$ cat config.mk
export PLATFORM = sky130hd
export DESIGN_NAME = fifo_write_arbiter_flat
export DESIGN_NICKNAME = d
export VERILOG_FILES = /design/src/rtl/fifo_write_arbiter_pkg.sv /design/src/rtl/fifo_write_arbiter_if.sv /design/src/rtl/fifo_write_arbiter_rr_picker.sv /design/src/rtl/fifo_write_arbiter.sv /design/src/flat_wrapper.sv
export SDC_FILE = /design/constraint.sdc
export NUM_CORES = 1
export LEC_CHECK = 0
export BUFFER_PORTS_ARGS = -buffer_cell sky130_fd_sc_hd__buf_2
export CAP_MARGIN = 10
export CORE_MARGIN = 5
export CORE_UTILIZATION = 35
export CTS_CLUSTER_DIAMETER = 80
export DETAILED_ROUTE_END_ITERATION = 8
export GPL_TIMING_DRIVEN = 0
export PLACE_DENSITY = 0.75
export RECOVER_POWER = 100
export SYNTH_ARGS = -nofsm -noshare
export SYNTH_HDL_FRONTEND = slang
export SYNTH_SLANG_ARGS = --single-unit
export TNS_END_PERCENT = 1
$ cat constraint.sdc
create_clock -name clk -period 1.3 [get_ports clk]
set_input_delay 0.13 -clock clk [delete_from_list [all_inputs] [get_ports clk]]
set_output_delay 0.13 -clock clk [all_outputs]
set_load 0.02 [all_outputs]
$ cat src/rtl/fifo_write_arbiter_pkg.sv
// Shared types and default sizing for the FIFO write-port arbiter.
// The round-robin option is selected by macro FIFO_ARB_ROUND_ROBIN_EN.
package fifo_arb_pkg;

  localparam int NUM_REQ_DEF   = 4;
  localparam int DATA_W_DEF    = 8;
  localparam int MAX_BURST_DEF = 4;

  localparam int OWNER_W    = $clog2(NUM_REQ_DEF);
  localparam int BEAT_CNT_W = $clog2(MAX_BURST_DEF) + 1;

  typedef enum logic {
    IDLE  = 1'b0,
    BURST = 1'b1
  } state_t;

endpackage

$ cat src/rtl/fifo_write_arbiter_if.sv
// Producer/FIFO-side signal bundle of the write arbiter.
// Macro FIFO_ARB_ROUND_ROBIN_EN does not change this bundle.
interface fifo_write_arbiter_if #(
  parameter int NUM_REQ = 4,
  parameter int DATA_W  = 8
);
  localparam int OWNER_W = $clog2(NUM_REQ);

  // Handshake: req[i] is valid, ack[i] is ready-and-taken; a beat moves when both
  // are high in the same cycle. Producers hold req and data stable until acked
  // or withdrawn. fifo_write_req is a one-cycle write strobe, stalled by fifo_full.
  logic [NUM_REQ-1:0]        req;
  logic [NUM_REQ*DATA_W-1:0] req_data;
  logic [NUM_REQ-1:0]        ack;
  logic                      fifo_full;
  logic                      fifo_write_req;
  logic [DATA_W-1:0]         fifo_write_data;
  logic                      busy;
  logic [OWNER_W-1:0]        owner;

  modport slave (
    input  req, req_data, fifo_full,
    output ack, fifo_write_req, fifo_write_data, busy, owner
  );

  modport master (
    output req, req_data, fifo_full,
    input  ack, fifo_write_req, fifo_write_data, busy, owner
  );
endinterface

$ cat src/rtl/fifo_write_arbiter_rr_picker.sv
// Combinational winner selection for the write arbiter.
// FIFO_ARB_ROUND_ROBIN_EN: rotating priority from rr_ptr; otherwise lowest index wins.
module rr_picker #(
  parameter int NUM_REQ = 4
) (
  input  logic [NUM_REQ-1:0]         req,
`ifdef FIFO_ARB_ROUND_ROBIN_EN
  input  logic [$clog2(NUM_REQ)-1:0] rr_ptr,
`endif
  output logic [$clog2(NUM_REQ)-1:0] winner
);
  localparam int OW = $clog2(NUM_REQ);

`ifdef FIFO_ARB_ROUND_ROBIN_EN
  logic [NUM_REQ-1:0] rotated;
  logic [OW-1:0]      rot_idx;

  // Rotate so rr_ptr lands on bit 0, pick the lowest set bit, then rotate back.
  always_comb begin
    rotated = '0;
    rot_idx = '0;
    for (int i = 0; i < NUM_REQ; i++) begin
      rotated[i] = req[(i + int'(rr_ptr)) % NUM_REQ];
    end
    for (int i = NUM_REQ - 1; i >= 0; i--) begin
      if (rotated[i]) rot_idx = OW'(i);
    end
    winner = OW'((int'(rot_idx) + int'(rr_ptr)) % NUM_REQ);
  end
`else
  always_comb begin
    winner = '0;
    for (int i = NUM_REQ - 1; i >= 0; i--) begin
      if (req[i]) winner = OW'(i);
    end
  end
`endif

endmodule

$ cat src/rtl/fifo_write_arbiter.sv
// Shares one FIFO write port between NUM_REQ producers in bursts of up to MAX_BURST beats.
// Define FIFO_ARB_ROUND_ROBIN_EN for round-robin grants; default is fixed priority.
module fifo_write_arbiter
  import fifo_arb_pkg::*;
#(
  parameter int NUM_REQ   = NUM_REQ_DEF,
  parameter int DATA_W    = DATA_W_DEF,
  parameter int MAX_BURST = MAX_BURST_DEF
) (
  input  logic                 clk,
  input  logic                 reset,
  fifo_write_arbiter_if.slave  bus,
  output state_t               dbg_state
);
  localparam int OW = $clog2(NUM_REQ);
  localparam int CW = $clog2(MAX_BURST) + 1;

  state_t             state_q, state_d;
  logic [OW-1:0]      owner_q, owner_d;
  logic [CW-1:0]      cnt_q, cnt_d;
  logic [OW-1:0]      winner;
  logic [NUM_REQ-1:0] ack;
  logic               burst_end;

`ifdef FIFO_ARB_ROUND_ROBIN_EN
  logic [OW-1:0] rr_ptr_q, rr_ptr_d;
  logic [OW-1:0] owner_inc;

  assign owner_inc = (owner_q == OW'(NUM_REQ - 1)) ? '0 : owner_q + 1'b1;
`endif

  rr_picker #(.NUM_REQ(NUM_REQ)) u_picker (
    .req    (bus.req),
`ifdef FIFO_ARB_ROUND_ROBIN_EN
    .rr_ptr (rr_ptr_q),
`endif
    .winner (winner)
  );

  always_ff @(posedge clk or negedge reset) begin
    if (!reset) begin
      state_q  <= IDLE;
      owner_q  <= '0;
      cnt_q    <= '0;
`ifdef FIFO_ARB_ROUND_ROBIN_EN
      rr_ptr_q <= '0;
`endif
    end else begin
      state_q  <= state_d;
      owner_q  <= owner_d;
      cnt_q    <= cnt_d;
`ifdef FIFO_ARB_ROUND_ROBIN_EN
      rr_ptr_q <= rr_ptr_d;
`endif
    end
  end

  always_comb begin
    state_d   = state_q;
    owner_d   = owner_q;
    cnt_d     = cnt_q;
    ack       = '0;
    burst_end = 1'b0;
`ifdef FIFO_ARB_ROUND_ROBIN_EN
    rr_ptr_d  = rr_ptr_q;
`endif
    case (state_q)
      IDLE: begin
        // Arbitration takes this whole cycle; the first beat moves next cycle.
        if (|bus.req) begin
          state_d = BURST;
          owner_d = winner;
          cnt_d   = '0;
        end
      end
      BURST: begin
        if (!bus.req[owner_q]) begin
          burst_end = 1'b1;
        end else if (!bus.fifo_full) begin
          ack[owner_q] = 1'b1;
          cnt_d        = cnt_q + 1'b1;
          if (cnt_q == CW'(MAX_BURST - 1)) burst_end = 1'b1;
        end
      end
      default: state_d = IDLE;
    endcase
    if (burst_end) begin
      state_d = IDLE;
      owner_d = '0;
`ifdef FIFO_ARB_ROUND_ROBIN_EN
      rr_ptr_d = owner_inc;
`endif
    end
  end

  assign bus.ack             = ack;
  assign bus.fifo_write_req  = |ack;
  assign bus.fifo_write_data = (|ack) ? bus.req_data[owner_q*DATA_W +: DATA_W] : '0;
  assign bus.busy            = (state_q == BURST);
  assign bus.owner           = owner_q;
  assign dbg_state           = state_q;

endmodule

$ cat src/flat_wrapper.sv
// flat-port wrapper written by rule: the top's interface ports become plain ports
module fifo_write_arbiter_flat import fifo_arb_pkg::*;
#(
  parameter int NUM_REQ   = NUM_REQ_DEF,
  parameter int DATA_W    = DATA_W_DEF,
  parameter int MAX_BURST = MAX_BURST_DEF
)
  (clk, reset, dbg_state, bus_req, bus_req_data, bus_fifo_full, bus_ack, bus_fifo_write_req, bus_fifo_write_data, bus_busy, bus_owner);
  fifo_write_arbiter_if #(.NUM_REQ(NUM_REQ), .DATA_W(DATA_W)) bus_i ();
  input  logic clk;
  input  logic reset;
  output state_t dbg_state;
  input wire logic [$bits(bus_i.req)-1:0] bus_req;
  input wire logic [$bits(bus_i.req_data)-1:0] bus_req_data;
  input wire logic [$bits(bus_i.fifo_full)-1:0] bus_fifo_full;
  output wire logic [$bits(bus_i.ack)-1:0] bus_ack;
  output wire logic [$bits(bus_i.fifo_write_req)-1:0] bus_fifo_write_req;
  output wire logic [$bits(bus_i.fifo_write_data)-1:0] bus_fifo_write_data;
  output wire logic [$bits(bus_i.busy)-1:0] bus_busy;
  output wire logic [$bits(bus_i.owner)-1:0] bus_owner;
  assign bus_i.req = bus_req;
  assign bus_i.req_data = bus_req_data;
  assign bus_i.fifo_full = bus_fifo_full;
  assign bus_ack = bus_i.ack;
  assign bus_fifo_write_req = bus_i.fifo_write_req;
  assign bus_fifo_write_data = bus_i.fifo_write_data;
  assign bus_busy = bus_i.busy;
  assign bus_owner = bus_i.owner;
  fifo_write_arbiter #(.NUM_REQ(NUM_REQ), .DATA_W(DATA_W), .MAX_BURST(MAX_BURST)) u_core (.clk(clk), .reset(reset), .bus(bus_i), .dbg_state(dbg_state));
endmodule
# == Yosys cells after proc, flatten, opt, wreduce, memory -nomap -nowiden ==
# Cells that the tools add are included.
# totals
reg_bits,6
in_bits,39
out_inout_bits,17
elab_cells,45
# op_classes
addsub,1
order_cmp,2
eq_ne,5
shift,1
muxes,26
bitwise_logic,1
reduce_logical,6
# op_table
operator,n
32-bit by 6-bit indexed part select with 8-bit output,1
2-bit 2-to-1 mux,7
4-bit 2-to-1 mux,3
1-bit 2-to-1 mux,9
3-bit 2-to-1 mux,3
8-bit 2-to-1 mux,1
4-bit OR reduction,2
2-bit inequality test (second input constant),3
3-bit case mux with 2 select lines,1
3-bit by 1-bit adder with 3-bit output (second input constant),1
3-bit by 2-bit == test with 1-bit output (second input constant),1
2-bit by 3-bit < comparator with 1-bit output (second input constant),1
3-bit AND reduction,1
1-bit binary-select mux with 2-bit select,1
1-bit demux with 2-bit select,1
2-bit by 1-bit greater-or-equal comparator with 1-bit output (second input constant),1
2-bit by 1-bit inequality test with 1-bit output (second input constant),1
2-bit AND reduction,1
2-bit nonzero test,1
1-bit logical AND,1
1-bit inverter,1

# == Longest topological paths before layout ==
# depth
depth_word,9
depth_mapped,5
ltp_nobuf,5

# == By module ==
# Synthesis repeated with hierarchy kept, for this count alone.
# hier_totals
cells_unflattened,64
hier_area_um2,675.6
# by_module_without_submodules
mod,instances,cells_each,area_per_inst_um2,seq_area_each_um2
fifo_write_arbiter,1,59,648.1,150.1
rr_picker,1,5,27.5,0.0

# == Worst setup path after synthesis ==
# No wires, ideal clock.
# synth_path
path_kind,register to output
startpoint,register u_core.owner_q[0] (netlist: u_core.bus.owner[0])
endpoint,output port bus_fifo_write_data[1]
arrival_time_ns,1.492
t_required_ns,1.170
setup_slack_ns,-0.322
stages_incl_launch_ff,4
path_buffers,1
cell_sequence,dfrtp_1 buf_4 mux4_2 nor2b_1
# synth_between
elab_chain_len,9
word_cells_on_any_way,13
cone_classes,order compare (2); shift (1); mux (8); reduce/logical (2)
# synth_rtl
element,line_no,text
from (decl),fifo_write_arbiter.sv:19,"logic [OW-1:0] owner_q, owner_d;"
from (signal assigned),fifo_write_arbiter.sv:50,owner_q <= owner_d;
2-bit by 3-bit < comparator with 1-bit output (not written as such) / 2-bit by 1-bit greater-or-equal comparator with 1-bit output (equally long branches),fifo_write_arbiter.sv:80,ack[owner_q] = 1'b1;
1-bit logical AND (not written as such),fifo_write_arbiter.sv:80,
1-bit 2-to-1 mux (not written as such),fifo_write_arbiter.sv:80,
1-bit demux with 2-bit select,n/a,
4-bit 2-to-1 mux,fifo_write_arbiter.sv:79,end else if (!bus.fifo_full) begin
4-bit 2-to-1 mux,fifo_write_arbiter.sv:77,if (!bus.req[owner_q]) begin
4-bit 2-to-1 mux,fifo_write_arbiter.sv:67,case (state_q)
4-bit OR reduction,fifo_write_arbiter.sv:98,assign bus.fifo_write_data = (|ack) ? bus.req_data[owner_q*DATA_W +: DATA_W] : '0;
8-bit 2-to-1 mux *,fifo_write_arbiter.sv:98,
to (decl),flat_wrapper.sv:18,output wire logic [$bits(bus_i.fifo_write_data)-1:0] bus_fifo_write_data;
# Mark *: on every way between the ends. The rest lies on a longest branch, timed or not. The select of a mux whose other input is x is not followed.

# == Worst setup path in the final report ==
# layout_path
startpoint,register u_core.owner_q[0] (netlist: u_core.bus.owner[0])
endpoint,output port bus_fifo_write_data[6]
# The elaborated chain is that of the path after synthesis.

==> out/qor.yml <==
tritoncts: "yes"
layout_common_cells: "43 x buf_2, 10 x buf_4, 10 x buf_6, 8 x mux4_2, 7 x nor2b_4"
p_per_area_nw_per_um2: 1420
max_freq_mhz: 577
tightest_slew_ps: 711
start_util_pct: 36.5
diodes: 0
ys_ff_latch: 6
cts.clk_slew.worst_paths_ps: 50
cp.required_ps: 1170
timing.rr.start: "u_core.bus.owner[1]"
placed_area_sq_um: 1050
maxCapViolCount: 0
drt_pass1_iterations: 4
multi_input_area_sq_um: 578
post-route-drc-count: 0
finalSetupViolations: 17
numCtsBuffers: 3
critPathMaxStageDelay_ps: 500
leakage_uw: 0.000648
hpwlAfterDp_mm: 1.87
cpMaxStageDelayCell: "mux4_2"
synth_warnings: 0
crit_path_end: "bus_fifo_write_data[6]"
syn_avg_cell_area_sq_um: 10.7
synth_edf_count: 0
ff2ff_path_depth: 6
clk_latency_ps: 250
arrival_ps: 1600
grt_pass1_wl_mm: 3.89
grt_max_degree: 11
regArea_sq_um: 154
grt_pass1_vias: 841
post-route-period-util_pct: 133
period_minus_slack_ps: 1730
rsz0062_at_grt: "yes"
drv_slew: 0
synth-main-ff-cell: "dfrtp_1"
synth_top_area_cell: "mux4_2"
dieArea_sq_um: 3050
synth.net_count: 108
fp.dieW_um: 55.2
wl_mm: 2.64
cp_max_fo: 7
grt.overflow.total: 0
relSlewSlack_pct: 52.2
drive_gt1_share_pct: 71.6
drt_first_iter_violations: 19
setup.worst_path.start_class: "flip-flop"
wl_per_cell_um: 16.4
synth_area_leaders: "mux4_2 25%, dfrtp_1 21%, nor2b_1 7.0%, mux2i_1 5.6%, mux2_4 4.2%"
cp_cell_sequence: "buf_8 > mux4_2 > nor2b_4 > buf_6"
viasPerCell: 5.09
placed_cells: 149
port_buffers: 55
die_y_um: 55.2
yosysTopAreaCellShare_pct: 25.2
synth_seq_area_share_pct: 21.0
final_cells: 161
setup_slack_ps: -433
rrSetupSlack_ps: -320
core_sq_um: 1960
htree_levels: 1
cts.sinks: 6
grtUsageTotal_pct: 15.7
synthDistinctLibCells: 27
hold-worst-slack_ps: 131
gp_congestion: 0.811
vdd_drop_max_v: 0.000749
ys_async_sr_fraction_pct: 100
clock_skew_ps: 4.93
ant_nets: 0
fillerInstances: 165
grt_antenna_before_repair: 0
rows: 16
syn-cell-area_sq_um: 716
final_nets: 176
postLayoutCoreUtil_pct: 64.2
violations: "setup timing"
hold_viol: 0
final_common_cell: "buf_2"
final_area_sq_um: 1260
min_path_type: "in2reg"
endpoint_kind: "output port"
root_buffer: "clkbuf_4"
status: "complete, but fails checks"
crit_start: "u_core.bus.owner[0]"
critical_path_class: "reg2out"
syn_inst: 67
clock_path_buffers: 2
syn2layout_area_growth_pct: 75.9
reg2reg_to: "u_core.cnt_q[1]"
ioPinCount: 56
num_vias: 820
[sequential cells by signal, indices dropped and copies added, names as in the netlist]
signal            cells
u_core.bus.busy       1
u_core.bus.owner      2
u_core.cnt_q          3
[synthesized netlist by cell type, types with 2 or more instances]
master,instances
nor2b_1,8
and3_1,2
mux2_4,2
dfrtp_1,6
mux2i_1,4
nand2b_1,3
nand2_1,6
ha_1,2
clkbuf_1,2
mux4_2,8
buf_4,2
buf_6,2
o21ai_1,2
nor2_1,3
o21ai_0,3
[per-stage QoR]
| step | total power, uW | TNS (ps) | setup slack [ps] |
|---|---|---|---|
| 2_1_floorplan | 1040 | -1900 | -202 |
| 3_3_place_gp | 1280 | -2760 | -281 |
| 3_5_place_dp | 1310 | -2970 | -290 |
| 4_1_cts | 1650 | -4990 | -412 |
| 5_1_grt | 1890 | -6360 | -480 |
| 6_report | 1790 | -5270 | -433 |
[routing by layer]
layer / vias to the layer above / track usage, % / share of wire (%)
met4: 0 / 2.08 / 0.80
met3: 2 / 5.36 / 8.9
met1: 386 / 16.9 / 36
met2: 46 / 29.7 / 54
met5: - / 0 / 0
li1: 386 / - / -
[worst max-delay path: cells and delay by family (launching register included)]
family | cells | cell delay, ps
buffers and inverters | 2 | 280
flip-flops | 1 | 430
AND/OR/NAND/NOR | 1 | 140
multiplexers | 1 | 500
[report_power, final]
| part | switching [uW] | internal [uW] |
|---|---|---|
| combinational | 581 | 708 |
| clock | 73.2 | 117 |
| sequential | 66.8 | 242 |
| total | 721 | 1070 |
[area by class of cell]
type                            instances  area share (%)
Timing Repair Buffer                   64            32.4
Inverter                                2           0.596
Tap cell                               27            2.68
Multi-Input combinational cell         53            45.9
Clock buffer                            4            2.09
Sequential cell                         6            12.2
Buffer                                  5            4.08
[worst min path at each step]
stage / start / end / slack (ps) / cells past startpoint
6_report: bus_req[0] / u_core.bus.owner[0] / 130 / 2
5_1_grt: bus_req[0] / u_core.bus.owner[0] / 130 / 2
4_1_cts: bus_req[0] / u_core.bus.owner[0] / 130 / 2
3_5_place_dp: reset / u_core.cnt_q[2] / -40 / 1
3_3_place_gp: reset / u_core.cnt_q[1] / -40 / 1
2_1_floorplan: reset / u_core.bus.busy / -170 / 0
[cells by family (layout without fill, tap and decap cells)]
| logic type | after synthesis | count (layout) | share of synthesized area, % |
|---|---|---|---|
| AO/OA/AOI/OAI | 9 | 9 | 9.97 |
| adder cells (fa/ha/maj) | 2 | 2 | 3.50 |
| multiplexers | 15 | 15 | 36.5 |
| flip-flops | 6 | 6 | 21.0 |
| buffers and inverters | 8 | 75 | 7.34 |
| AND/OR/NAND/NOR | 27 | 27 | 21.7 |
[what timing repair did]
| item | in CTS | in global routing |
|---|---|---|
| pin swaps | 2 | 3 |
| hold endpoints to repair | 6 | 0 |
| hold buffers | 1 | 0 |
| buffers inserted | 7 | 1 |
| setup endpoints to repair | 17 | 18 |
| gates resized for setup | 18 | 20 |
No activity file was read; power rests on OpenSTA's default activity.
